$ cat src/rtl/pong_game_ctrl.sv
`timescale 1ns/1ps
`default_nettype none
// ============================================================================
// Module   : pong_game_ctrl
// Purpose  : Game sequencing for pong: serve hold, play gating, paddle shrink,
//            lives and BCD hit score. All outputs registered.
// Revision : 1.0 - initial release
// ============================================================================
module pong_game_ctrl #(
    parameter int LIVES         = 3,
    parameter int SERVE_FRAMES  = 60,
    parameter int SHRINK_FRAMES = 1800,
    parameter int BAR_SIZE_INIT = 280,
    parameter int BAR_SIZE_MIN  = 35
) (
    input  logic       clk,
    input  logic       reset_n,
    input  logic       refr_tick,
    input  logic       start,
    input  logic       hit,
    input  logic       miss,
    output logic       ball_reset,
    output logic       play_en,
    output logic [1:0] serve_dir,
    output logic [8:0] bar_size,
    output logic [1:0] lives,
    output logic [7:0] score,
    output logic       game_over
);

    localparam int FRAME_W  = (SERVE_FRAMES  > 1) ? $clog2(SERVE_FRAMES)  : 1;
    localparam int SHRINK_W = (SHRINK_FRAMES > 1) ? $clog2(SHRINK_FRAMES) : 1;

    localparam logic [2:0] IDLE  = 3'd0;
    localparam logic [2:0] SERVE = 3'd1;
    localparam logic [2:0] PLAY  = 3'd2;
    localparam logic [2:0] MISS  = 3'd3;
    localparam logic [2:0] OVER  = 3'd4;

    localparam logic [FRAME_W-1:0]  C_FRAME_LOAD = FRAME_W'(SERVE_FRAMES - 1);
    localparam logic [SHRINK_W-1:0] C_SHRINK_END = SHRINK_W'(SHRINK_FRAMES - 1);
    localparam logic [8:0]          C_BAR_INIT   = 9'(BAR_SIZE_INIT);
    localparam logic [8:0]          C_BAR_MIN    = 9'(BAR_SIZE_MIN);

    logic [2:0]          r_state;
    logic [FRAME_W-1:0]  r_frame_cnt;
    logic [SHRINK_W-1:0] r_shrink_cnt;
    logic                r_start_prev;
    logic                r_hit_prev;

    logic       w_start_rise;
    logic       w_hit_rise;
    logic [8:0] w_bar_half;
    logic [7:0] w_score_inc;

    assign w_start_rise = start & ~r_start_prev;
    assign w_hit_rise   = hit & ~r_hit_prev;
    assign w_bar_half   = ((bar_size >> 1) < C_BAR_MIN) ? C_BAR_MIN : (bar_size >> 1);

    // Two-digit BCD increment that saturates at 99.
    always_comb begin
        w_score_inc = score;
        if (score != 8'h99) begin
            if (score[3:0] == 4'd9) begin
                w_score_inc = {score[7:4] + 4'd1, 4'd0};
            end else begin
                w_score_inc = {score[7:4], score[3:0] + 4'd1};
            end
        end
    end

    always_ff @(posedge clk or negedge reset_n) begin
        if (!reset_n) begin
            r_state      <= IDLE;
            r_frame_cnt  <= '0;
            r_shrink_cnt <= '0;
            r_start_prev <= 1'b1;
            r_hit_prev   <= 1'b1;
            ball_reset   <= 1'b1;
            play_en      <= 1'b0;
            serve_dir    <= 2'd0;
            bar_size     <= C_BAR_INIT;
            lives        <= 2'd0;
            score        <= 8'h00;
            game_over    <= 1'b0;
        end else begin
            r_start_prev <= start;
            r_hit_prev   <= hit;
            case (r_state)
                IDLE, OVER: begin
                    if (w_start_rise) begin
                        r_state      <= SERVE;
                        r_frame_cnt  <= C_FRAME_LOAD;
                        r_shrink_cnt <= '0;
                        lives        <= 2'(LIVES);
                        score        <= 8'h00;
                        bar_size     <= C_BAR_INIT;
                        serve_dir    <= 2'd0;
                        ball_reset   <= 1'b1;
                        play_en      <= 1'b0;
                        game_over    <= 1'b0;
                    end
                end
                SERVE: begin
                    if (refr_tick) begin
                        if (r_frame_cnt == '0) begin
                            r_state    <= PLAY;
                            ball_reset <= 1'b0;
                            play_en    <= 1'b1;
                        end else begin
                            r_frame_cnt <= r_frame_cnt - 1'b1;
                        end
                    end
                end
                PLAY: begin
                    // A miss pre-empts any same-cycle hit edge or shrink step.
                    if (miss) begin
                        r_state <= MISS;
                        play_en <= 1'b0;
                    end else begin
                        if (refr_tick) begin
                            if (r_shrink_cnt == C_SHRINK_END) begin
                                r_shrink_cnt <= '0;
                                bar_size     <= w_bar_half;
                            end else begin
                                r_shrink_cnt <= r_shrink_cnt + 1'b1;
                            end
                        end
                        if (w_hit_rise) begin
                            score <= w_score_inc;
                        end
                    end
                end
                MISS: begin
                    lives        <= lives - 2'd1;
                    serve_dir    <= serve_dir + 2'd1;
                    bar_size     <= C_BAR_INIT;
                    r_shrink_cnt <= '0;
                    ball_reset   <= 1'b1;
                    play_en      <= 1'b0;
                    if (lives == 2'd1) begin
                        r_state   <= OVER;
                        game_over <= 1'b1;
                    end else begin
                        r_state     <= SERVE;
                        r_frame_cnt <= C_FRAME_LOAD;
                    end
                end
                default: begin
                    r_state    <= IDLE;
                    ball_reset <= 1'b1;
                    play_en    <= 1'b0;
                    game_over  <= 1'b0;
                end
            endcase
        end
    end

endmodule
`default_nettype wire

$ cat config.mk
export PLATFORM = sky130hd
export DESIGN_NAME = pong_game_ctrl
export DESIGN_NICKNAME = d
export VERILOG_FILES = /design/src/rtl/pong_game_ctrl.sv
export SDC_FILE = /design/constraint.sdc
export NUM_CORES = 1
export LEC_CHECK = 0
export BUFFER_PORTS_ARGS = -buffer_cell sky130_fd_sc_hd__buf_2
export CORE_ASPECT_RATIO = 1.4
export CORE_UTILIZATION = 35
export CTS_CLUSTER_DIAMETER = 30
export DETAILED_ROUTE_END_ITERATION = 8
export PLACE_DENSITY = 0.5
export SLEW_MARGIN = 25
export SYNTH_ARGS = -nofsm -noshare
export SYNTH_HDL_FRONTEND = slang
export SYNTH_SLANG_ARGS = --single-unit
$ cat constraint.sdc
create_clock -name clk -period 3.43 [get_ports clk]
set_input_delay 0.5145 -clock clk [delete_from_list [all_inputs] [get_ports clk]]
set_output_delay 0.5145 -clock clk [all_outputs]
set_load 0.02 [all_outputs]
==> impl_metrics.json <==
{
  "crit_family": "compound AO/OA/AOI/OAI gates",
  "die_h_um": 103.4,
  "clockBufferDepth": 2,
  "synthFlopType": "dfrtp_1",
  "initial_core_util_pct": 36.61,
  "synth_top_family_by_area": "simple AND/OR/NAND/NOR gates",
  "ys_warn_count": 0,
  "num_vias": 2095,
  "n_antenna_cell": 0,
  "die_x_um": 74.46,
  "clock_latency_ps": 300,
  "antenna_found_initial": 0,
  "rsz0062_at_grt": "false",
  "cts_resized": 0,
  "swShare_pct": 32.36,
  "grt_pass1_vias": 1965,
  "syn_to_final_growth_pct": 12.89,
  "drv_cap": 0,
  "grt_max_degree": 47,
  "synth_edf_count": 0,
  "cp-start-kind": "register",
  "reg2reg_from": "r_state[1]",
  "top_layer_used": "met4",
  "grt-ovfl-total": 0,
  "synth.yosys.seq_area_share_pct": 45.04,
  "crit_arrival_ps": 2660,
  "cellPowerDensity_nw_per_um2": 527.8,
  "hold_path.class": "input port to async pin",
  "synth-seq-cells": 46,
  "hpwl_mm": 4.060,
  "post-route-min-period_ps": 2470,
  "fin_setup_tns_ps": 0,
  "met2_length_mm": 2.858,
  "final_cell_mix": "40 x dfrtp_1, 28 x buf_2, 24 x a21oi_1",
  "clockPowerShare_pct": 31.5,
  "path_max_fanout": 25,
  "slew_violations": 0,
  "path_depth": 4,
  "clk_pin_slew_ps": 90,
  "antenna_left": 0,
  "crit_type": "register to register",
  "place.gp.congestion": 0.7343,
  "boundaryPins": 30,
  "netlist_area_um2": 2572,
  "max_slew_margin_pct": 53.16,
  "synthXorXnorAreaFrac_pct": 0.6809,
  "cp_num_buf_inv": 0,
  "vias_per_cell": 5.427,
  "grtUsageTotal_pct": 15.99,
  "drt_wl_total_mm": 5.738,
  "p_leak_nw": 1.216,
  "pwr-share-comb_pct": 24.4,
  "synth.avg_cell_area_um2": 9.671,
  "htreeDepth": 2,
  "outcome": "completed",
  "synthArstFlopShare_pct": 100.0,
  "seqPwrFrac_pct": 44.2,
  "final_nets": 304,
  "postCtsSetupBuffers": 0,
  "cp_cell_sequence": "or3b_1, o22ai_2, o21bai_1, a22o_1",
  "setup_viol": 0,
  "syn_inst": 266,
  "syn_nets": 280,
  "worst_slew_pin_slew_ps": 702.7,
  "synth_fa_ha_area_share_pct": 3.891,
  "crit_path_end_kind": "register",
  "synth_compound_area_share_pct": 19.75,
  "cts_root_buffer": "clkbuf_8",
  "grt_pass1_wl_mm": 9.556,
  "io_buffers": 29,
  "maxClockFrequency_mhz": 404.8,
  "cts.sinks": 46,
  "hold_buffers": 0,
  "drt_iter0_drc": 55,
  "synthMuxAreaShare_pct": 1.556,
  "cts_tree": "yes",
  "wl_met3_um": 129,
  "first_pass_iters": 4,
  "hold_violations": 0,
  "drive_gt1_share_pct": 18.56,
  "layout.cells.non_filler": 386,
  "route.detailed.drc": 0,
  "reg2reg_depth": 4,
  "die_area_um2": 7702,
  "wl_met1_mm": 2.682,
  "internal-power_mw": 1.037,
  "core_um2": 7027,
  "slowest_stage": "dfrtp_1",
  "core.rowCount": 36,
  "fin_skew_ps": 8.249,
  "yosys.area_share.simple_pct": 24.66,
  "layout_commonest_cell": "dfrtp_1",
  "switchingPower_uw": 496.0,
  "routedWlPerCell_um": 14.87,
  "fin_crit_sh_pct": 72.01,
  "hold_ws_ps": 213.6,
  "ir_drop_mv": 0.2847,
  "required_ps": 3620,
  "ys_types": 48,
  "max_stage_delay_ps": 800,
  "dp.cells": 378,
  "startpoint": "r_state[1]",
  "numCtsBuffers": 5
}
path summary, 6_finish.rpt:
kind                       slack (ps)                to
hold reg to reg                   490       bar_size[3]
hold / removal                    210       bar_size[0]
setup reg to reg                  960  r_shrink_cnt[10]
min in group clk                  320        r_hit_prev
setup / recovery                  960  r_shrink_cnt[10]
max in group asynchronous        2820    r_frame_cnt[1]
cell usage after synthesis, drive strengths merged (6+ instances only):
cell	number	share of area [%]
dfrtp	40	39
nor2	10	1.5
a22o	7	2.4
dfstp	6	6.1
or4	10	2.9
a21oi	24	4.7
o31ai	8	2.3
buf	6	1.9
nor3	9	1.8
nand3	9	1.8
or2	7	1.7
inv	11	1.6
ha	8	3.9
nand2	17	2.5
or3	8	1.9
clkbuf	6	0.88
o21ai	19	3.7
metrics by stage:
step	power (mW)	area (um^2)	util, %	worst slack, ps
after floorplan	0.9816	2572	-	1595
after global placement	1.062	2764	39.33	982.8
after detailed placement	1.068	2766	39.37	892.0
after CTS	1.561	2904	41.33	915.7
after global routing	1.638	2904	41.33	693.3
final	1.533	2904	41.33	959.9
final cells by class:
cell class / count / area, um^2
multi-input cells: 197 / 1300
fillers: 732 / 4123
clock inverters: 3 / 68.82
clock buffers: 5 / 68.82
flip-flops and latches: 46 / 1159
well taps: 95 / 118.9
repair buffers: 29 / 147.6
inverters: 11 / 41.29
power by group through the flow:
stage	clock network, mW	logic (mW)	registers (mW)
6_report	0.482	0.373	0.677
3_5_place_dp	0	0.379	0.689
5_1_grt	0.525	0.427	0.687
4_1_cts	0.502	0.380	0.678
3_3_place_gp	0	0.374	0.688
2_1_floorplan	0	0.305	0.677
state kept, by name, indices dropped and copies added (netlist names):
signal	cells
r_shrink_cnt	11
serve_dir	2
r_start_prev	1
bar_size	9
r_hit_prev	1
score	8
r_frame_cnt	6
play_en	1
game_over	1
ball_reset	1
lives	2
r_state	3
metal layers:
metal  vias to the layer above  track usage (%)
met5                         -                0
met4                         0            4.354
met3                         7            3.004
met2                        23            26.54
met1                      1018            21.17
li1                       1047                -
cells by family (layout without fill, tap and decap cells):
group	count (synthesis)	after routing
AOI/OAI and AO/OA	80	80
xor gates and xnor gates	2	2
adders and majority gates	8	8
buffers and inverters	23	48
DFF	46	46
muxes	4	4
and+or+nand+nor	103	103
No activity file was read; power rests on OpenSTA's default activity.
